--- src/rtl/fp_mul_round_stage.sv ---
// fp_mul_round_stage: two-stage back-end for the binary32 multiplier.
// Stage 1 classifies the operands and normalises the raw 48-bit hidden-bit
// product. Stage 2 rounds to nearest-even, resolves special cases, and packs
// the result together with {invalid, overflow, underflow, inexact}.
// A valid/ready handshake on both sides gives full throughput with
// backpressure.
module fp_mul_round_stage #(
  parameter int          FLUSH_DENORM = 1,
  parameter logic [31:0] QNAN         = 32'h7FC00000
) (
  input  logic        clk,
  input  logic        rst_n,
  input  logic        in_valid,
  output logic        in_ready,
  input  logic [31:0] op_a,
  input  logic [31:0] op_b,
  input  logic [47:0] prod,
  output logic        out_valid,
  input  logic        out_ready,
  output logic [31:0] result,
  output logic [3:0]  flags
);

  // Round-to-nearest-even on the 23-bit fraction. A carry out of the
  // fraction means the mantissa was all ones: it becomes 1.0 with the
  // exponent bumped, which is a zero fraction plus an exponent increment.
  function automatic logic [32:0] round_rne(input logic [22:0] frac,
                                            input logic g,
                                            input logic st,
                                            input logic signed [9:0] e);
    logic              rnd_up;
    logic [23:0]       frac_sum;
    logic signed [9:0] e_n;
    rnd_up   = g & (st | frac[0]);
    frac_sum = {1'b0, frac} + {23'd0, rnd_up};
    e_n      = e + $signed({9'd0, frac_sum[23]});
    return {e_n, frac_sum[22:0]};
  endfunction

  // Special-case priority and exponent saturation; returns {result, flags}.
  function automatic logic [35:0] pack_result(input logic sign,
                                              input logic nan,
                                              input logic infzero,
                                              input logic inf,
                                              input logic zero,
                                              input logic signed [9:0] e,
                                              input logic [22:0] frac,
                                              input logic inexact);
    if (nan)                  return {QNAN, 4'b0000};
    else if (infzero)         return {QNAN, 4'b1000};
    else if (inf)             return {sign, 8'hFF, 23'd0, 4'b0000};
    else if (zero)            return {sign, 31'd0, 4'b0000};
    else if (e >= 10'sd255)   return {sign, 8'hFF, 23'd0, 4'b0101};
    else if (e <= 10'sd0)     return {sign, 31'd0, 4'b0011};
    else                      return {sign, e[7:0], frac, 3'b000, inexact};
  endfunction

  logic s1_adv, s2_adv;
  logic vld_p1, vld_p2;

  assign s2_adv   = !vld_p2 || out_ready;
  assign s1_adv   = !vld_p1 || s2_adv;
  assign in_ready = s1_adv;

  // ---- Stage 1: classify operands, normalise product ----
  logic [7:0]        ea, eb;
  logic              frac_a_nz, frac_b_nz;
  logic              zero_a, zero_b, inf_a, inf_b, nan_a, nan_b;
  logic              sign_s1, nan_s1, infzero_s1, inf_s1, zero_s1;
  logic [23:0]       mant_s1;
  logic              g_s1, st_s1;
  logic signed [9:0] e_s1;

  assign ea        = op_a[30:23];
  assign eb        = op_b[30:23];
  assign frac_a_nz = |op_a[22:0];
  assign frac_b_nz = |op_b[22:0];
  // With denormal flushing any exp=0 operand is zero; otherwise only a true zero.
  assign zero_a    = (ea == 8'd0) && ((FLUSH_DENORM != 0) || !frac_a_nz);
  assign zero_b    = (eb == 8'd0) && ((FLUSH_DENORM != 0) || !frac_b_nz);
  assign inf_a     = (ea == 8'hFF) && !frac_a_nz;
  assign inf_b     = (eb == 8'hFF) && !frac_b_nz;
  assign nan_a     = (ea == 8'hFF) && frac_a_nz;
  assign nan_b     = (eb == 8'hFF) && frac_b_nz;

  assign sign_s1    = op_a[31] ^ op_b[31];
  assign nan_s1     = nan_a || nan_b;
  assign infzero_s1 = (inf_a && zero_b) || (zero_a && inf_b);
  assign inf_s1     = inf_a || inf_b;
  assign zero_s1    = zero_a || zero_b;

  assign mant_s1 = prod[47] ? prod[47:24] : prod[46:23];
  assign g_s1    = prod[47] ? prod[23]    : prod[22];
  assign st_s1   = prod[47] ? |prod[22:0] : |prod[21:0];
  assign e_s1    = $signed({2'b00, ea}) + $signed({2'b00, eb}) - 10'sd127
                 + $signed({9'd0, prod[47]});

  logic              sign_p1, nan_p1, infzero_p1, inf_p1, zero_p1;
  logic [23:0]       mant_p1;
  logic              g_p1, st_p1;
  logic signed [9:0] e_p1;

  // Stage 1 occupancy: refill whenever the stage can advance.
  always_ff @(posedge clk or negedge rst_n) begin
    if (!rst_n) vld_p1 <= 1'b0;
    else if (s1_adv) vld_p1 <= in_valid;
  end

  // Stage 1 datapath capture on an accepted beat.
  always_ff @(posedge clk) begin
    if (in_valid && s1_adv) begin
      sign_p1    <= sign_s1;
      nan_p1     <= nan_s1;
      infzero_p1 <= infzero_s1;
      inf_p1     <= inf_s1;
      zero_p1    <= zero_s1;
      mant_p1    <= mant_s1;
      g_p1       <= g_s1;
      st_p1      <= st_s1;
      e_p1       <= e_s1;
    end
  end

  // ---- Stage 2: round, resolve specials, pack ----
  logic [32:0]       rnd_s2;
  logic signed [9:0] e_s2;
  logic [22:0]       frac_s2;
  logic [35:0]       pack_s2;
  logic              zero_eff_s2;

  assign rnd_s2          = round_rne(mant_p1[22:0], g_p1, st_p1, e_p1);
  assign {e_s2, frac_s2} = rnd_s2;
  // A product without a leading one can only come from a flushed operand.
  assign zero_eff_s2     = zero_p1 || !mant_p1[23];
  assign pack_s2         = pack_result(sign_p1, nan_p1, infzero_p1, inf_p1,
                                       zero_eff_s2, e_s2, frac_s2, g_p1 | st_p1);

  logic [31:0] result_p2;
  logic [3:0]  flags_p2;

  // Output register: holds while the consumer stalls, cleared on reset.
  always_ff @(posedge clk or negedge rst_n) begin
    if (!rst_n) begin
      vld_p2    <= 1'b0;
      result_p2 <= 32'd0;
      flags_p2  <= 4'd0;
    end else if (s2_adv) begin
      vld_p2 <= vld_p1;
      if (vld_p1) begin
        result_p2 <= pack_s2[35:4];
        flags_p2  <= pack_s2[3:0];
      end
    end
  end

  assign out_valid = vld_p2;
  assign result    = result_p2;
  assign flags     = flags_p2;

endmodule

--- config.mk ---
export PLATFORM = sky130hd
export DESIGN_NAME = fp_mul_round_stage
export DESIGN_NICKNAME = d
export VERILOG_FILES = /design/src/rtl/fp_mul_round_stage.sv
export SDC_FILE = /design/constraint.sdc
export NUM_CORES = 1
export LEC_CHECK = 0
export ABC_AREA = 1
export BUFFER_PORTS_ARGS = -buffer_cell sky130_fd_sc_hd__buf_2
export CAP_MARGIN = 20
export CORE_MARGIN = 2
export CORE_UTILIZATION = 56
export DETAILED_ROUTE_END_ITERATION = 10
export PLACE_DENSITY = 0.94
export RECOVER_POWER = 100
export SYNTH_ARGS = -nofsm -noshare
export SYNTH_HDL_FRONTEND = slang
export SYNTH_SLANG_ARGS = --single-unit
--- constraint.sdc ---
create_clock -name clk -period 7.5 [get_ports clk]
set_input_delay 1.5 -clock clk [delete_from_list [all_inputs] [get_ports clk]]
set_output_delay 1.5 -clock clk [all_outputs]
set_load 0.03 [all_outputs]
# After elaboration in Yosys (flattened, before gate mapping)
# Cells that the tools add are included.
[op_classes] add_sub_neg=5 n_mul=0 n_div=0 order_cmp=2 eq_ne=2 shift=0 muxes=9 n_bitwise=4 n_reduce_logical=26
[op_table] cell="two-way mux 35 bit" n=4
[op_table] cell="two-way mux 36 bit" n=2
[op_table] cell="OR reduction 23 bit" n=3
[op_table] cell="adder 23 x 1 -> 24 bit" n=1
[op_table] cell="two-way mux 23 bit" n=1
[op_table] cell="OR reduction 22 bit" n=1
[op_table] cell="adder 10 x 2 -> 10 bit" n=2
[op_table] cell="equality test 8 bit (second input constant)" n=2
[op_table] cell="zero test 8 bit" n=2
[op_table] cell="greater-or-equal comparator 10 x 9 -> 1 bit (second input constant)" n=1
[op_table] cell="less-or-equal comparator 10 x 1 -> 1 bit (second input constant)" n=1
[op_table] cell="subtractor 9 x 7 -> 10 bit (second input constant)" n=1
[op_table] cell="adder 8 x 8 -> 9 bit" n=1
[op_table] cell="logical AND 1 bit" n=7
[op_table] cell="logical OR 1 bit" n=7
[op_table] cell="zero test 1 bit" n=5
[op_table] cell="two-way mux 1 bit" n=2
[op_table] cell="OR 1 bit" n=2
[op_table] cell="AND reduction 2 bit" n=1
[op_table] cell="AND 1 bit" n=1
[op_table] cell="XOR 1 bit" n=1
[totals] reg_bits=79 latch_bits=0 ramBits=0 mem_bits_ro=0 input_bits=116 out_inout_bits=38 elab_cells=62 memories=0

# Longest topological paths before layout
# Gate-level depths: netlist of the first run.
[logic_depth] depth_word=11 mapped_depth=25

# Least setup slack after synthesis of the first run
# OpenSTA, ideal clock, no wires.
[synth_path] kind="input to register" startpoint="in prod[47]" endpoint="reg e_p1[8] (data pin)" setup_time_ns=0.258 arrival_time_ns=3.680 t_required_ns=7.242 path_slack_ns=3.563 cell_stages=15 n_path_buf=2 cell_sequence="clkbuf_1 inv_1 buf_1 ha_1 inv_1 ha_1 inv_1 fa_1 nor3_1 nor2_1 nor2_1 nor2_1 nor2_1 nor2_1 xnor2_1"
[synth_between] elab_chain_cells=1
[synth_lines] element="start: declaration" line_no="17" text="input logic [47:0] prod,"
[synth_lines] element="adder 10 x 2 -> 10 bit" line_no="96" text="+ $signed({9'd0, prod[47]});"
[synth_lines] element="named net e_s1[8]" line_no="72" text="logic signed [9:0] e_s1;"
[synth_lines] element="end signal: assignment" line_no="120" text="e_p1 <= e_s1;"
[synth_lines] element="end: declaration" line_no="101" text="logic signed [9:0] e_p1;"
# The timed path passes the listed nets, and every way through them passes these cells.
# A chain may end at the register's enable or synchronous reset.

# Final worst setup path of the first run
# Same ends and word-level chain as after synthesis.

==> results of run 1 <==
[synth_stat cells, types with 7 or more instances]
library cell,number
o21ai_2,10
nand4_1,11
inv_1,57
o21ai_0,11
ha_1,20
clkbuf_1,7
a21oi_1,19
edfxtp_1,41
nand2_1,182
nor4_1,20
nand3_1,38
nor3_1,7
nor2_1,57
xor2_1,7
dfrtp_1,38
[per-stage QoR]
step           power, mW  setup slack [ps]
2_1_floorplan      0.735              3560
3_3_place_gp       0.819              3200
3_5_place_dp       0.833              3050
4_1_cts             1.14              3430
5_1_grt             1.18              2410
6_report            1.12              2830
[cell families after synthesis]
family | synth area share (%)
buf+inv | 6.24
fa+ha+maj | 5.57
flops | 45.0
simple gates | 33.5
xor+xnor | 2.68
compound gates | 7.09
[power breakdown]
part	leakage [nW]	internal, mW	switching, mW
Sequential	0.883	0.511	0.0309
Clock	0.0894	0.153	0.151
Combinational	1.84	0.0887	0.182
Total	2.81	0.753	0.365
[path summary, 6_finish.rpt]
check | cells after the start | endpoint | startpoint | slack (ps)
max in group asynchronous | 1 | result[6] | rst_n | 4750
min in group asynchronous | 1 | result[25] | rst_n | 1660
worst min-delay path | 1 | flags[3] | nan_p1 | 460
worst max register to register | 23 | result[10] | st_p1 | 2960
worst max-delay path | 14 | e_p1[8] | prod[47] | 2830
worst min register to register | 1 | flags[3] | nan_p1 | 460
[area by class of cell]
class	instances	area, um^2	share of cell area, %
Multi-Input combinational cell	440	2280	39.7
Inverter	62	234	4.08
Tap cell	105	131	2.29
Clock inverter	7	71.3	1.24
Clock buffer	9	124	2.16
Sequential cell	79	2180	38.0
Timing Repair Buffer	154	718	12.5
[cells in the final DEF (no fill, tap or decap), types with 4 or more instances in the layout]
cell type / count
nor3_1: 7
inv_1: 58
nor2_2: 5
nand3_1: 40
ha_1: 20
xor2_1: 7
nor2_1: 59
nand2_1: 186
nand2_2: 4
xnor2_1: 6
edfxtp_1: 41
nand4_1: 11
o21ai_0: 22
nor4_1: 20
clkbuf_8: 9
dfrtp_1: 38
clkbuf_1: 42
a21oi_1: 19
buf_2: 112
[critical path: cells and delay by family]
kind / cells / cell delay, ps
XOR/XNOR: 1 / 110
AND/OR/NAND/NOR: 6 / 710
buffers and inverters: 4 / 1430
adder cells (fa/ha/maj): 3 / 1020
[registers in the layout, indices dropped and copies added, names as in the netlist]
register,count
result,32
mant_p1,24
e_p1,10
flags,4
g_p1,1
inf_p1,1
infzero_p1,1
nan_p1,1
out_valid,1
sign_p1,1
st_p1,1
vld_p1,1
zero_p1,1
[metal layers]
metal	GRT usage, %	routed length, um	vias to the layer above
met4	7.26	144	0
met5	0	0	-
met2	46.9	6160	185
met1	31.6	4930	2004
met3	4.46	747	16
li1	-	-	2271
==> metrics.txt, run 1 <==
Max Cap Violations 2; die width just under 100 um; Crit-path slowest cell clkbuf_1; min Tclk post-route around 4700 ps; std cell rows 33; failing checks max-capacitance violations, max-slew violations; #FFs+latches synth 79; dominant synthesized flop cell edfxtp_1; NumNets Final 883; PD cells 195 nW/um^2; Synth top area share between 20% and 30%; initial antenna violation count 0; via count roughly 4500; wire per inst 14.0 um; FFs w/ async S/R, synth 48.1%; Gate Count Post-Synth ~590; TritonRoute pass-1 iters 4; # DRC 0; CP arrival between 4000 and 5000 ps; EDFF count, synth slightly above 40; Leak 2.81 nW; CTS resizes 0; CP peak stage delay 700 ps; dominant cells by area after synthesis edfxtp_1, dfrtp_1, nand2_1, ha_1, inv_1; # hold bufs at CTS 0; Layout Cells excl Fill 856; total gr overflow 0; Final Cell Area 5740 um^2; Setup Buffers After CTS 0; boundary pin count 154; area leader, netlist edfxtp_1; Seq/Total Area, Yosys 45.0%; placed cell areas about 5700 um^2; Worst VDD drop 0.0000964 V; pin count of the biggest net entering global routing 42; post-DP HPWL 9680 um; CTS H-tree depth 3; Die Height 97.1 um; Synthesis Warnings 0; total length of routed wires between 10000 and 15000 um; Worst Skew roughly 12 ps; CTS tree built; area of the die ~9400 um^2; Syn-to-layout area delta 18.3%; first-pass GRT wire length between 15000 and 20000 um; RSZ-0062 raised after global routing false; relative slew slack -40.7%; GRT Overall Usage 25.8%; Post-DRT Antenna Nets 0; setup TNS 0 ps; critical path required time 7600 ps; Worst Tran Pin Value 2110 ps; synthesized area per cell 8.20 um^2; Final Hold Vio Count 0; initial core utilization 58.5%; final core occ 69.2%; n_diodes 0; CP cell instances clkbuf_1 -> inv_1 -> ha_1 -> inv_1 -> ha_1 -> inv_1 -> fa_1 -> nor3_1 -> nor2_1 -> nor2_1 -> nor2_1 -> nor2_1 -> nor2_1 -> xnor2_1; Clock Latency Late Sink 350 ps; Crit. End Element flop; first-iteration detailed-routing DRC count ~180; crit-path max FO 27; kind of critical path input port to flop; final setup violating endpoints 0; status complete, but fails checks; Worst-path clk slew approximately 80 ps; TritonCTS Buffers 9; Post-Syn Nets 729; Port Buf Inserts 153; layout cells sized above 1 20.5%; CTS Sinks 79; Filler cells 699; Placed Cells 840; Netlist cell types 46; Final Wtd Congestion 0.931; vias in the first global route 4379; Post-Syn Area between 4000 and 5000 um^2; Clock Path Buffers 2; core area just over 8000 um^2; CP Launch Type input port; clock root buffer clkbuf_8; most frequent CP cell nor2_1; Fin Hold WS between 400 and 500 ps; crit share post-route 62.2%; via-per-instance ratio between 5 and 6; Hold Crit Class flop to flop; Max Fclk around 0.21 GHz; fin. max-slew vios 81
Note: power is estimated with default switching activity, not from simulation.
==> inputs of run 2 (changes only) <==
- CORE_UTILIZATION: 56 -> 52
- PLACE_DENSITY: 0.94 -> 0.88
- clock period: 7.5 -> 4.45 ns (I/O delays scaled with it)
==> run 2 against run 1 <==
Compared with the run above:
- highest routed layer unchanged
- critical path type is now flop to flop
- the flow still finishes with violations (max-capacitance violations, max-slew violations)
- clock power increased by 57%
- non-clock buffer count increased by 2
- cell count increased by 0.93%
==> metrics.txt, run 2 (synthesized netlist as in run 1, its figures left out) <==
total length of routed wires around 12000 um; Max Cap Violations 2; FF-to-FF path depth 21; RSZ-0062 raised after global routing false; kind of critical path flop to flop; # DRC 0; # hold bufs at CTS 0; total gr overflow 0; via-per-instance ratio roughly 5.3; CTS resizes 0; Gate power share between 20% and 30%; TritonCTS Buffers 9; critical path required time between 4000 and 5000 ps; die width 101 um; Worst Skew 12.1 ps; TritonRoute pass-1 iters 4; first-pass GRT wire length ~20000 um; Port Buf Inserts approximately 150; Net Switching around 0.64 mW; min Tclk post-route roughly 3800 ps; initial core utilization 53.0%; crit-path leading delay family simple AND/OR/NAND/NOR gates; Syn-to-layout area delta 19.1%; GRT Overall Usage 24.5%; Buf/Inv on CP 1; P_int approximately 1.2 mW; Final Wtd Congestion approximately 0.93; setup TNS 0 ps; clock network power share between 20% and 30%; clock root buffer clkbuf_8; CP arrival 4040 ps; initial antenna violation count 0; Worst Tran Pin Value 2150 ps; Leak 2.82 nW; boundary pin count 154; pin count of the biggest net entering global routing 42; core area ~9200 um^2; Crit-path slowest cell edfxtp_1; crit share post-route 85.6%; CP peak stage delay 370 ps; Pwr Total 1.86 mW; part of the power in registers 49.3%; area of the die 10100 um^2; std cell rows 35; Filler cells 826; Crit path depth 21; Max Fclk 0.262 GHz; placed cell areas 5710 um^2; max FFs per register 32; final setup violating endpoints 0; crit-path max FO 12; CTS tree built; hold path depth 2; PD cells 321 nW/um^2; NumNets Final 885; Worst-path clk slew 90 ps; CTS Sinks 79; relative slew slack -43.5%; Worst VDD drop 0.000169 V; Final Hold Vio Count 0; Clock Latency Late Sink ~350 ps; Hold Crit Class flop to flop; n_diodes 0; Die Height about 100 um; most frequent CP cell nor2_1; Post-DRT Antenna Nets 0; commonest non-fill, non-tap cell in the layout nand2_1; Fin Hold WS 487 ps; CP cell instances o21a_1 -> ha_1 -> nand2_1 -> nor2_1 -> nand3_1 -> nor2_1 -> nand2_1 -> nor3b_1 -> nand3_1 -> nor4_1 -> ha_1 -> ha_1 -> or2_2 -> nor2_1 -> nand3_1 -> nor2_1 -> nand2_4 -> nand2_4 -> inv_4 -> nand3_4 -> o21ai_0; Clock Path Buffers 2; Setup Buffers After CTS 0; vias in the first global route 4384; Sw Ratio 34.2%; first-iteration detailed-routing DRC count ~160; layout cells sized above 1 21.1%; CTS H-tree depth 3; fin. max-slew vios 81; post-DP HPWL 10100 um; Crit. End Element flop; Final Cell Area about 5800 um^2; leading cell types in the layout, fill and taps excluded nand2_1, buf_2, inv_1, nor2_1, clkbuf_1; CP Launch Type flop; status complete, but fails checks; wire per inst between 10 and 15 um; via count 4582; failing checks max-capacitance violations, max-slew violations
==> run 2: power groups by stage <==
stage               registers [mW]  clock network [mW]  logic [mW]
floorplan                    0.985                   0       0.254
CTS                          0.912               0.488       0.484
global route                 0.925               0.514       0.518
detailed placement           0.927                   0       0.481
global placement             0.924                   0       0.465
finish                       0.915               0.478       0.463
==> run 2: worst paths after layout <==
kind,startpoint,end,slack (ps)
min in group asynchronous,rst_n,vld_p1,1070
min reg2reg,flags[2],flags[2],490
max in group asynchronous,rst_n,result[21],2260
max,st_p1,result[12],640
max reg2reg,st_p1,result[12],640
min,flags[2],flags[2],490
==> run 2: worst min-delay path, cell delays in order, from the launching register on <==
cell and delay, ps:
dfrtp_1 350, nand2_1 50, nand2_1 50
==> run 2: area by class of cell <==
class                           count  area [um^2]  share of cell area, %
Clock buffer                        9          124                   2.14
Clock inverter                      7         55.1                  0.952
Inverter                           62          235                   4.07
Multi-Input combinational cell    440         2320                   40.1
Sequential cell                    79         2180                   37.7
Tap cell                          111          139                   2.40
Timing Repair Buffer              156          726                   12.6
==> run 2: metrics by stage <==
step / instances / setup slack [ps] / utilization (%)
global route: 864 / 213 / 63.2
floorplan: 592 / 1120 / -
detailed placement: 848 / 686 / 62.4
CTS: 864 / 657 / 64.4
finish: 864 / 639 / 63.2
global placement: 848 / 941 / 62.4
==> run 2: per-layer routing <==
| layer | up-vias | global-route usage [%] | part of all wire [%] |
|---|---|---|---|
| met3 | 28 | 3.47 | 6.0 |
| met4 | 0 | 9.91 | 2.5 |
| met2 | 198 | 44.3 | 51 |
| li1 | 2277 | - | - |
| met5 | - | 0 | 0 |
| met1 | 2079 | 29.1 | 41 |
==> inputs of run 3 (changes only) <==
- clock period: 4.45 -> 4.2 ns (I/O delays scaled with it)
==> run 3 against run 2 <==
Compared with the run above:
- the flow still finishes with violations (max-capacitance violations, max-slew violations)
- utilization up 0.86 points
- final area up 1.4%
- sequential power up 6.1%
- count of clock-buffer cells in the layout up 2
- clock skew down 3.1 ps
- combinational power up 6.3%
- routed wire length up 0.37%
- via count down 1.7%
- highest routed layer unchanged
==> metrics.txt, run 3 (synthesized netlist as in run 1, its figures left out) <==
Max Fclk approximately 0.27 GHz; Worst Skew 9.02 ps; Leak 2.85 nW; CTS H-tree depth 3; core area 9150 um^2; Port Buf Inserts 153; area of the die 10100 um^2; commonest non-fill, non-tap cell in the layout nand2_1; setup TNS 0 ps; CP Launch Type flop; n_diodes 0; initial antenna violation count 0; Worst Tran Pin Value ~2200 ps; max FFs per register 32; pin count of the biggest net entering global routing 42; via count 4504; # hold bufs at CTS 0; status complete, but fails checks; Worst-path clk slew 80 ps; Final Wtd Congestion 0.934; Clock Latency Late Sink 350 ps; fin. max-slew vios 81; NumNets Final 886; first-pass GRT wire length 19600 um; CTS Sinks 79; Net Switching 0.655 mW; Syn-to-layout area delta 20.8%; TritonRoute pass-1 iters 4; Final Hold Vio Count 0; critical path required time ~4400 ps; crit share post-route 89.6%; # DRC 0; hold path depth 2; first-iteration detailed-routing DRC count between 150 and 200; setup ws final around 440 ps; Gate power share 23.1%; total gr overflow 0; Max Cap Violations 2; Filler cells 844; total length of routed wires 12300 um; CTS resizes 0; vias in the first global route 4398; Die Height between 100 and 150 um; clock root buffer clkbuf_8; Place WS 492 ps; wire per inst 14.2 um; clock network power share between 30% and 40%; failing checks max-capacitance violations, max-slew violations; gr busiest metal met2; PD cells about 360 nW/um^2; part of the power in registers 45.7%; via-per-instance ratio 5.21; CP arrival 3980 ps; post-DP HPWL 10000 um; relative slew slack -46.4%; hold_sp flags[2]; die width between 100 and 150 um; RSZ-0062 raised after global routing false; met2 Use GR 45.1%; r2r setup slk 440 ps; std cell rows 35; Crit. End Element flop; Hold EP flags[2]; final setup violating endpoints 0; TritonCTS Buffers 9; boundary pin count between 150 and 200; P_int roughly 1.5 mW; crit-path max FO 12; kind of critical path flop to flop; Hold Crit Class flop to flop; initial core utilization 53.0%; CTS tree built; layout cells sized above 1 a little over a fifth; min Tclk post-route 3760 ps; FF-to-FF path depth 21; Worst R2R End result[8]; Clock Path Buffers 2; Post-DRT Antenna Nets 0; Worst VDD drop 0.000190 V; Sw Ratio 30.8%; met3 Usage GRT 3.54%; leading cell types in the layout, fill and taps excluded nand2_1, buf_2, inv_1, nor2_1, clkbuf_1; Setup Buffers After CTS 0; met1 usage between 20% and 30%; GRT Overall Usage 24.7%; FF-to-FF Start st_p1
[run 3: cell count changes in the layout (fill, tap and decap cells not counted), moves of 2 or more]
cell       before  now
o21ai_2         2    4
bufinv_16       0    3
o21ai_1         2    0
clkbuf_1       44   48
inv_6           3    0
[run 3: power by group through the flow]
stage               Clock (mW)  Combinational (mW)  Sequential [mW]
finish                   0.663               0.492            0.971
global route             0.702               0.551            0.981
CTS                      0.672               0.512            0.968
detailed placement           0               0.508            0.984
global placement             0               0.493            0.978
floorplan                    0               0.269             1.04
[run 3: through the flow]
| stage | hold slack [ps] | cell area [um^2] | power, mW | util [%] | cells |
|---|---|---|---|---|---|
| after floorplan | 436 | 4850 | 1.31 | - | 592 |
| after global placement | 459 | 5720 | 1.47 | 62.5 | 849 |
| after detailed placement | 462 | 5720 | 1.49 | 62.5 | 849 |
| after CTS | 482 | 5960 | 2.15 | 65.1 | 865 |
| after global routing | 518 | 5860 | 2.23 | 64.0 | 865 |
| final | 481 | 5860 | 2.13 | 64.0 | 865 |
[run 3: final cells by class]
type                            count  area (um^2)  share of cell area [%]
Inverter                           62          235                    4.01
Tap cell                          111          139                    2.37
Timing Repair Buffer              157          728                    12.4
Clock buffer                       11          131                    2.24
Clock inverter                      5          106                    1.81
Sequential cell                    79         2180                    37.2
Multi-Input combinational cell    440         2340                    39.9
[run 3: routing by layer]
| layer | vias to the layer above | part of all wire (%) | routed length (um) |
|---|---|---|---|
| li1 | 2272 | - | - |
| met3 | 17 | 4.8 | 586 |
| met1 | 2065 | 41 | 5010 |
| met2 | 150 | 52 | 6430 |
| met4 | 0 | 1.9 | 238 |
| met5 | - | 0 | 0 |
[run 3: worst max path at each step]
stage | startpoint | endpoint | slack [ps]
detailed placement | st_p1 | result[1] | 490
global placement | st_p1 | result[1] | 700
global route | mant_p1[0] | result[5] | 150
finish | st_p1 | result[8] | 440
floorplan | prod[47] | e_p1[8] | 920
CTS | st_p1 | result[1] | 470
[run 3: worst max-delay path, stage by stage (launching register included)]
cell      delay (ps)
edfxtp_1         370
o21a_1           140
ha_1             170
nand2_1           70
nor2_1           160
nand3_1          250
nor2_1           150
nand2_1          100
nor3b_1          190
nand3_1          110
nor4_1           190
ha_1             260
ha_1             270
or2_2            300
nor2_1           110
nand3_1          100
nor2_2           130
nand2_4          100
nand2_4          150
inv_4             60
nand3_4          150
o21ai_0          110
